<file path="config.mk">
export PLATFORM = sky130hd
export DESIGN_NAME = mul_div_unit
export DESIGN_NICKNAME = d
export VERILOG_FILES = /design/src/rtl/mul_div_unit.sv
export SDC_FILE = /design/constraint.sdc
export NUM_CORES = 1
export LEC_CHECK = 0
export CAP_MARGIN = 20
export CORE_ASPECT_RATIO = 1.4
export CORE_MARGIN = 2
export CORE_UTILIZATION = 54
export DETAILED_ROUTE_END_ITERATION = 6
export GPL_TIMING_DRIVEN = 0
export HOLD_SLACK_MARGIN = 0.05
export PLACE_DENSITY = 0.83
export REMOVE_ABC_BUFFERS = 1
export SLEW_MARGIN = 15
export SYNTH_ARGS = -nofsm -noshare
export SYNTH_HDL_FRONTEND = slang
export SYNTH_SLANG_ARGS = --single-unit
</file>
<file path="constraint.sdc">
create_clock -name clk -period 3.2 [get_ports clk]
set_input_delay 0.8 -clock clk [delete_from_list [all_inputs] [get_ports clk]]
set_output_delay 0.8 -clock clk [all_outputs]
set_load 0.1 [all_outputs]
</file>
<file path="src/rtl/mul_div_unit.sv">
// mul_div_unit: multi-cycle MIPS multiply/divide unit owning the HI/LO registers.
// Executes MULT, MULTU, DIV, DIVU (33-cycle radix-2 iteration) and MTHI/MTLO
// (single-edge register writes). Signed operations iterate on magnitudes and
// apply the result signs in the final FIX cycle.
// Optional build macro: MDU_FAST_MUL_EN -- MULT/MULTU use a single-cycle 32x32
// multiplier and skip the RUN state; division timing is unaffected.
module mul_div_unit (
    input  logic        clk,
    input  logic        rst,
    input  logic        start,
    input  logic [2:0]  op,
    input  logic [31:0] A,
    input  logic [31:0] B,
    input  logic        cancel,
    output logic        busy,
    output logic        done,
    output logic [31:0] hi,
    output logic [31:0] lo
);

    typedef enum logic [1:0] {
        S_IDLE = 2'd0,
        S_RUN  = 2'd1,
        S_FIX  = 2'd2
    } state_t;

    localparam logic [2:0] OP_MTHI = 3'b100;
    localparam logic [2:0] OP_MTLO = 3'b101;

    state_t      r_state;
    logic        r_busy;
    logic        r_done;
    logic [31:0] r_hi;
    logic [31:0] r_lo;
    logic [4:0]  r_cnt;
    logic        r_is_div;   // latched operation class: 1 = divide, 0 = multiply
    logic        r_neg_q;    // product / quotient sign
    logic        r_neg_r;    // remainder sign (dividend sign)
    logic        r_div0;     // divisor was zero at accept
    logic [63:0] r_acc;      // multiply: {partial sum, multiplier}; divide: [31:0] dividend/quotient
    logic [31:0] r_opnd;     // multiplicand or divisor magnitude
    logic [31:0] r_rem;      // partial remainder

    // ---------------------------------------------------------------
    // Operand decode and magnitude conversion at accept
    // ---------------------------------------------------------------
    logic        w_is_arith;
    logic        w_is_signed;
    logic        w_is_div;
    logic        w_neg_a;
    logic        w_neg_b;
    logic [31:0] w_mag_a;
    logic [31:0] w_mag_b;
    logic        w_accept;

    assign w_is_arith  = ~op[2];
    assign w_is_signed = ~op[0];
    assign w_is_div    = op[1];
    assign w_neg_a     = w_is_signed & A[31];
    assign w_neg_b     = w_is_signed & B[31];
    assign w_mag_a     = w_neg_a ? (32'd0 - A) : A;
    assign w_mag_b     = w_neg_b ? (32'd0 - B) : B;
    // Cancel has priority over a same-cycle start, so the start is discarded.
    assign w_accept    = (r_state == S_IDLE) & start & ~cancel;

`ifdef MDU_FAST_MUL_EN
    logic [63:0] w_fast_prod;
    assign w_fast_prod = {32'd0, w_mag_a} * {32'd0, w_mag_b};
`endif

    // ---------------------------------------------------------------
    // One iteration step of each algorithm
    // ---------------------------------------------------------------
    logic [32:0] w_mul_sum;
    logic [32:0] w_div_shift;
    logic [32:0] w_div_diff;
    logic        w_qbit;

    // Shift-add: add the multiplicand to the upper half when the current
    // multiplier bit (LSB of the accumulator) is set, then shift right.
    assign w_mul_sum   = {1'b0, r_acc[63:32]} + (r_acc[0] ? {1'b0, r_opnd} : 33'd0);
    // Restoring divide: bring in the next dividend bit and trial-subtract.
    assign w_div_shift = {r_rem, r_acc[31]};
    assign w_div_diff  = w_div_shift - {1'b0, r_opnd};
    assign w_qbit      = ~w_div_diff[32];

    // ---------------------------------------------------------------
    // Sign fix-up of the final results
    // ---------------------------------------------------------------
    logic [63:0] w_prod;
    logic [31:0] w_quot;
    logic [31:0] w_remd;

    assign w_prod = r_neg_q ? (64'd0 - r_acc) : r_acc;
    assign w_quot = r_div0 ? 32'hFFFF_FFFF
                           : (r_neg_q ? (32'd0 - r_acc[31:0]) : r_acc[31:0]);
    assign w_remd = r_neg_r ? (32'd0 - r_rem) : r_rem;

    // Control FSM, iteration datapath and HI/LO registers
    always_ff @(posedge clk) begin
        // NOTE: sequential state uses non-blocking assignments so every
        // register samples the pre-edge values regardless of statement order.
        if (rst) begin
            r_state  <= S_IDLE;
            r_busy   <= 1'b0;
            r_done   <= 1'b0;
            r_hi     <= 32'd0;
            r_lo     <= 32'd0;
            r_cnt    <= 5'd0;
            r_is_div <= 1'b0;
            r_neg_q  <= 1'b0;
            r_neg_r  <= 1'b0;
            r_div0   <= 1'b0;
            r_acc    <= 64'd0;
            r_opnd   <= 32'd0;
            r_rem    <= 32'd0;
        end else begin
            r_done <= 1'b0;
            if (cancel && r_busy) begin
                // Abort: partial result is dropped, HI/LO keep their values.
                r_state <= S_IDLE;
                r_busy  <= 1'b0;
            end else begin
                case (r_state)
                    S_IDLE: begin
                        if (w_accept) begin
                            if (w_is_arith) begin
                                r_busy   <= 1'b1;
                                r_cnt    <= 5'd0;
                                r_is_div <= w_is_div;
                                r_neg_q  <= w_neg_a ^ w_neg_b;
                                r_neg_r  <= w_neg_a;
                                r_div0   <= w_is_div & (B == 32'd0);
                                r_opnd   <= w_is_div ? w_mag_b : w_mag_a;
                                r_rem    <= 32'd0;
                                if (w_is_div) begin
                                    r_acc   <= {32'd0, w_mag_a};
                                    r_state <= S_RUN;
                                end else begin
`ifdef MDU_FAST_MUL_EN
                                    r_acc   <= w_fast_prod;
                                    r_state <= S_FIX;
`else
                                    r_acc   <= {32'd0, w_mag_b};
                                    r_state <= S_RUN;
`endif
                                end
                            end else if (op == OP_MTHI) begin
                                r_hi <= A;
                            end else if (op == OP_MTLO) begin
                                r_lo <= A;
                            end
                        end
                    end

                    S_RUN: begin
                        if (r_is_div) begin
                            r_rem        <= w_qbit ? w_div_diff[31:0] : w_div_shift[31:0];
                            r_acc[31:0]  <= {r_acc[30:0], w_qbit};
                        end else begin
                            r_acc <= {w_mul_sum, r_acc[31:1]};
                        end
                        r_cnt <= r_cnt + 5'd1;
                        if (r_cnt == 5'd31) begin
                            r_state <= S_FIX;
                        end
                    end

                    S_FIX: begin
                        if (r_is_div) begin
                            r_hi <= w_remd;
                            r_lo <= w_quot;
                        end else begin
                            r_hi <= w_prod[63:32];
                            r_lo <= w_prod[31:0];
                        end
                        r_done  <= 1'b1;
                        r_busy  <= 1'b0;
                        r_state <= S_IDLE;
                    end

                    default: begin
                        r_state <= S_IDLE;
                        r_busy  <= 1'b0;
                    end
                endcase
            end
        end
    end

    assign busy = r_busy;
    assign done = r_done;
    assign hi   = r_hi;
    assign lo   = r_lo;

endmodule

</file>
==> flow_summary.toml, run 1 <==
[hold_path]
worstHoldPathType = "flop to flop"

[outcome]
status = "complete, but fails checks"
violations = "setup timing"

[placed_design]
hpwl_um = 40600
dp_cells = 2564
port_buffers = 136
placed_cell_area_um2 = 17800
gp_congestion = 1.00

[pwr]
irDropWorstVdd_mv = 0.296
p_sw_mw = 2.74
p_per_area_nw_per_um2 = 405
sw_frac_of_total_pct = 34.6
leakagePower_nw = 7.32
p_int_mw = 5.18
totalPowerFinal_mw = 7.93
clockPowerShare_pct = 35.1
power_frac_seq_pct = 35.3
combPwrFrac_pct = 29.6

[cts]
cts_tree = "done"
root_buffer = "clkbuf_16"
cts_max_level = 1
cts_buffer_depth = 3
postCtsHoldBufs = 0
cts_sinks = 205
cts_buffers = 22
clk_latency_ns = 0.53
clk_pin_slew_ns = 0.06

[detailed_routing]
wl_per_cell_um = 21.0
drc_errors = 0
ant_nets = 0
vias = 17200
via_per_inst = 6.52
drt_pass1_iterations = 5
drt_wl_total_um = 55400
drt_iter0_drc = 1412

[global_route]
grt_antenna_before_repair = 2
grt_pass1_vias = 16400
grt_pass1_wl_um = 86100
track_usage_pct = 34.1
grt_max_degree = 91
overflow = 0

[timing]
final-setup-viol-count = 7
report.final.slew_viol_count = 0
max_freq_mhz = 299
setup_tns_ns = -0.360
slew_headroom_pct = 32.9
min_period_ns = 3.35
finalCritPeriodShare_pct = 105
rsz0062_at_grt = "true"
skew_ns = 0.0103
worst_slack_ns = -0.146
tightestPinTransition_ns = 1.00
hold_violations = 0

[yosys]
synth_area_um2 = 16100
synth-edff-count = 0
ys_ff_latch = 205
yosys.area.top_type = "dfxtp_1"
synthFlopType = "dfxtp_1"
syn_avg_cell_area_um2 = 7.39
synthArstFlopShare_pct = 0
synth_area_leaders = "dfxtp_1 (25%), xnor2_1 (6.0%), nor2_1 (5.7%), a21oi_1 (5.6%), ha_1 (5.4%)"
yosysSeqAreaShare_pct = 25.4
synth_cell_types = 69
synth_top_area_share_pct = 25.4
yosys_warnings = 0
postSynthCellCount = 2184

[die]
io_pins = 137
rows = 74
core_um2 = 29300
die_y_um = 209
initial_core_util_pct = 55.2
fp.dieArea_um2 = 31300
die_w_um = 150

[setup_path]
crit_type = "flop to flop"
cp_data_required_time_ns = 3.57
crit_top_cell = "or4_4"
crit_chain = "or4_4 -> or4_4 -> or4_4 -> or4_4 -> o41ai_4 -> xor2_1 -> nor2_1 -> a21oi_2 -> o22ai_1"
cp-end-kind = "flop"
max_stage_delay_ns = 0.56
slowest_stage = "or4_4"
cp_max_fo = 6
start_kind = "flop"
arrival_ns = 3.72

[cells_and_area]
drive_above_1_share_pct = 10.7
stdcell_count = 2642
final_nets = 2388
syn_to_final_growth_pct = 21.2
design_area_um2 = 19600

[flow_run]
cap_violations = 0
==> power by group through the flow <==
stage / logic (mW) / registers, mW / clock network (mW)
3_3_place_gp: 1.91 / 2.86 / 0
2_1_floorplan: 1.17 / 2.97 / 0
4_1_cts: 2.16 / 2.79 / 2.77
5_1_grt: 2.51 / 2.81 / 2.89
3_5_place_dp: 2.01 / 2.85 / 0
6_report: 2.34 / 2.80 / 2.78
==> layer usage <==
metal | wire (um) | vias to the layer above | share of wire [%] | track usage, %
li1 | - | 8085 | - | -
met3 | 4070 | 210 | 7.3 | 4.14
met4 | 3590 | 0 | 6.5 | 20.0
met1 | 20700 | 8129 | 37 | 39.8
met2 | 27100 | 809 | 49 | 59.1
met5 | 0 | - | 0 | 0
==> flip-flops by register name, summed over array words and instances, names as in the netlist <==
name / cells
r_is_div: 1
r_cnt: 5
r_neg_q: 1
hi: 32
busy: 1
r_acc: 64
r_div0: 1
done: 1
r_neg_r: 1
lo: 32
r_rem: 32
r_opnd: 32
r_state: 2
==> cells in the mapped netlist, drive strengths merged (13+ instances only) <==
cell and number:
or3 22, xnor2 111, nor2 246, a22o 13, o22ai 14, o221ai 30, xor2 91, o311ai 19
nand2b 30, a31oi 19, o41ai 26, a21oi 182, mux2i 48, dfxtp 205, o21a 13, nand3 49
o31ai 49, nor3 58, a211oi 43, clkbuf 145, inv 68, ha 70, nand2 231, and3 14
o21ai 132, or4 28, a21o 29, o211ai 29, a22oi 16
==> layout make-up <==
class | instances | area, um^2
Inverter | 68 | 259
Antenna cell | 1 | 2.50
Sequential cell | 205 | 4130
Multi-Input combinational cell | 1756 | 11900
Tap cell | 380 | 475
Timing Repair Buffer | 190 | 1980
Timing Repair inverter | 2 | 15.0
Fill cell | 2436 | 9710
Clock buffer | 31 | 676
Clock inverter | 9 | 101
==> cell usage in the layout, fill, tap and decap left out, types with 12 or more instances in the layout <==
| master | n |
|---|---|
| o21a_1 | 12 |
| or3_1 | 19 |
| nand2_1 | 226 |
| o31ai_1 | 46 |
| or4_1 | 15 |
| o21ai_0 | 115 |
| nand2b_1 | 28 |
| o22ai_1 | 14 |
| ha_1 | 58 |
| xor2_1 | 90 |
| nand3_1 | 48 |
| nand4_1 | 12 |
| a211oi_1 | 40 |
| o211ai_1 | 29 |
| a31oi_1 | 17 |
| mux2i_1 | 48 |
| nor2_1 | 242 |
| buf_4 | 31 |
| o221ai_1 | 30 |
| o41ai_1 | 24 |
| a21o_1 | 29 |
| nor3_1 | 48 |
| and3_1 | 14 |
| or4_4 | 13 |
| o311ai_0 | 16 |
| dfxtp_2 | 12 |
| a22oi_1 | 16 |
| dfxtp_1 | 189 |
| xnor2_1 | 110 |
| clkdlybuf4s50_1 | 125 |
| inv_1 | 63 |
| a21oi_1 | 171 |
| clkbuf_16 | 24 |
| a22o_1 | 13 |
==> cell families after synthesis <==
logic type      after synthesis  synth area share [%]
compound gates              685                  28.1
xor+xnor                    202                  11.0
fa+ha+maj                    72                  5.68
buf+inv                     223                  5.23
flops                       205                  25.4
mux                          58                  3.68
simple gates                739                  21.0
==> path summary, 6_finish.rpt <==
path                  start  endpoint  slack [ns]  cells after the start
setup / recovery  r_acc[47]    hi[28]       -0.15                      9
hold / removal        lo[3]     lo[3]        0.45                      2
setup reg to reg  r_acc[47]    hi[28]       -0.15                      9
hold reg to reg       lo[3]     lo[3]        0.45                      2
==> metrics by stage <==
step	setup slack [ns]	utilization [%]	hold WS, ns
finish	-0.146	66.8	0.453
global route	-0.210	66.8	0.470
CTS	-0.139	65.1	0.457
detailed placement	-1.17	60.9	0.445
global placement	-7.09	59.4	0.439
floorplan	-2.85	-	0.426
==> repair_timing <==
action,in CTS,in global routing
gates resized for setup,82,82
gates cloned,3,3
buffers inserted,13,15
endpoints found under the setup margin,128,99
pin swaps,9,20
==> critical path: cells and delay by family (launching register included) <==
kind | cells | cell delay, ns
AND/OR/NAND/NOR | 5 | 2.06
AO/OA/AOI/OAI | 3 | 0.58
flip-flops | 1 | 0.36
XOR/XNOR | 1 | 0.18
No activity file was read; power rests on OpenSTA's default activity.
==> run 2, diff against run 1 <==
- CORE_ASPECT_RATIO: 1.4 -> unset
- SLEW_MARGIN: 15 -> 40
==> flow_summary.toml, run 2 (synthesis results as in run 1) <==
[timing]
fin_hold_ws_ns = 0.449
final-setup-viol-count = 1
setup_tns_ns = -0.0534
report.final.slew_viol_count = 0
tightestPinTransition_ns = 0.832
rsz0062_at_grt = "true"
slew_headroom_pct = 44.6
finalCritPeriodShare_pct = 102
max_freq_mhz = 307
hold_violations = 0
skew_ns = 0.0130
min_period_ns = 3.25
worst_slack_ns = -0.0534

[cts]
root_buffer = "clkbuf_16"
clk_latency_ns = 0.53
cts_buffer_depth = 3
clk_pin_slew_ns = 0.06
cts_max_level = 1
cts_sinks = 205
cts_buffers = 25
cts_tree = "done"

[global_route]
grt_pass1_wl_um = 83500
overflow = 0
grt_max_degree = 95
track_usage_pct = 33.2
grt_pass1_vias = 15700
grt_antenna_before_repair = 1

[setup_path]
startpoint = "r_acc[47]"
max_stage_delay_ns = 0.54
cp-end-kind = "flop"
cp_data_required_time_ns = 3.59
timing.rr.start = "r_acc[47]"
regToRegEndpoint = "hi[28]"
cp_max_fo = 4
crit_top_cell = "or4_4"
endpoint = "hi[28]"
slowest_stage = "or4_4"
worstRegToRegCells = 9
r2r_slack_ns = -0.05
crit_chain = "or4_4 -> or4_4 -> or4_4 -> or4_4 -> o41ai_4 -> xor2_1 -> nor2_1 -> a21oi_2 -> o22ai_1"
start_kind = "flop"
crit_type = "flop to flop"
arrival_ns = 3.65

[detailed_routing]
vias = 17000
via_per_inst = 6.40
drc_errors = 0
drt_wl_total_um = 54300
ant_nets = 0
drt_iter0_drc = 1768
wl_per_cell_um = 20.5
drt_pass1_iterations = 5

[die]
die_w_um = 177
rows = 63
die_y_um = 177
fp.dieArea_um2 = 31300
core_um2 = 29600
initial_core_util_pct = 54.6
io_pins = 137

[cells_and_area]
final_nets = 2389
final_cell_mix = "nor2_1 (240), nand2_1 (226), dfxtp_1 (188)"
regMostFlops = "r_acc"
largest_register_ffs = 64
stdcell_count = 2655
syn_to_final_growth_pct = 18.4
design_area_um2 = 19100
final_common_cell = "nor2_1"
drive_above_1_share_pct = 13.1

[pwr]
clockPowerShare_pct = 38.5
p_sw_mw = 2.72
irDropWorstVdd_mv = 0.410
sw_frac_of_total_pct = 33.4
totalPowerFinal_mw = 8.17
power_frac_seq_pct = 34.3
p_per_area_nw_per_um2 = 428
leakagePower_nw = 7.51
combPwrFrac_pct = 27.2
p_int_mw = 5.44

[placed_design]
hpwl_um = 39500
dp_cells = 2577
port_buffers = 136
placed_cell_area_um2 = 17500
gp_congestion = 1.01

[outcome]
status = "complete, but fails checks"
violations = "setup timing"

[flow_run]
cap_violations = 0

[hold_path]
worstHoldPathType = "flop to flop"
## run 2: area by class of cell
class | count | area [um^2]
antenna | 1 | 2.50
tap | 390 | 488
timing repair buffer | 190 | 1580
fill | 2526 | 10500
multi-input combinational | 1756 | 11700
inverter | 68 | 263
clock inverter | 10 | 185
sequential | 205 | 4140
clock buffer | 35 | 723
## run 2: metrics by stage
step                      utilization [%]  worst slack [ns]
after floorplan                         -             -2.85
after global placement               58.9             -6.98
after detailed placement             59.2             -1.08
after CTS                            63.5           -0.0442
after global routing                 64.6           -0.0942
final                                64.6           -0.0534
## run 2: how the worst min path moves through the flow
stage | end | startpoint | cells past startpoint | slack, ns
after detailed placement | lo[9] | lo[9] | 2 | 0.45
after global routing | lo[23] | lo[23] | 2 | 0.46
after CTS | lo[9] | lo[9] | 2 | 0.45
final | lo[9] | lo[9] | 2 | 0.45
after global placement | lo[6] | lo[6] | 2 | 0.44
after floorplan | r_opnd[10] | r_opnd[10] | 2 | 0.43
## run 2: worst max-delay path, delay by kind of cell (launching register included)
kind            cells  cell delay (ns)
compound gates      3             0.54
flops               1             0.34
xor+xnor            1             0.19
simple gates        5             2.06
## run 2: metal layers
layer	routed length [um]	GRT usage (%)	vias up
met5	0	0	-
met4	1980	12.4	0
met3	4740	3.82	137
met2	25100	55.0	828
met1	22500	44.5	7948
li1	-	-	8073
## run 2: timing repair
action / 4_1_cts / 5_1_grt
buffers inserted: 18 / 13
setup endpoints to repair: 118 / 63
pin swaps: 12 / 16
resized for setup: 63 / 71
gates cloned: 0 / 1
hold buffers: 0 / 0
## run 2: power groups by stage
stage / sequential [mW] / combinational [mW] / clock (mW)
floorplan: 2.97 / 1.17 / 0
global placement: 2.86 / 1.90 / 0
detailed placement: 2.85 / 1.99 / 0
CTS: 2.79 / 2.09 / 3.14
global route: 2.81 / 2.38 / 3.25
finish: 2.80 / 2.22 / 3.15
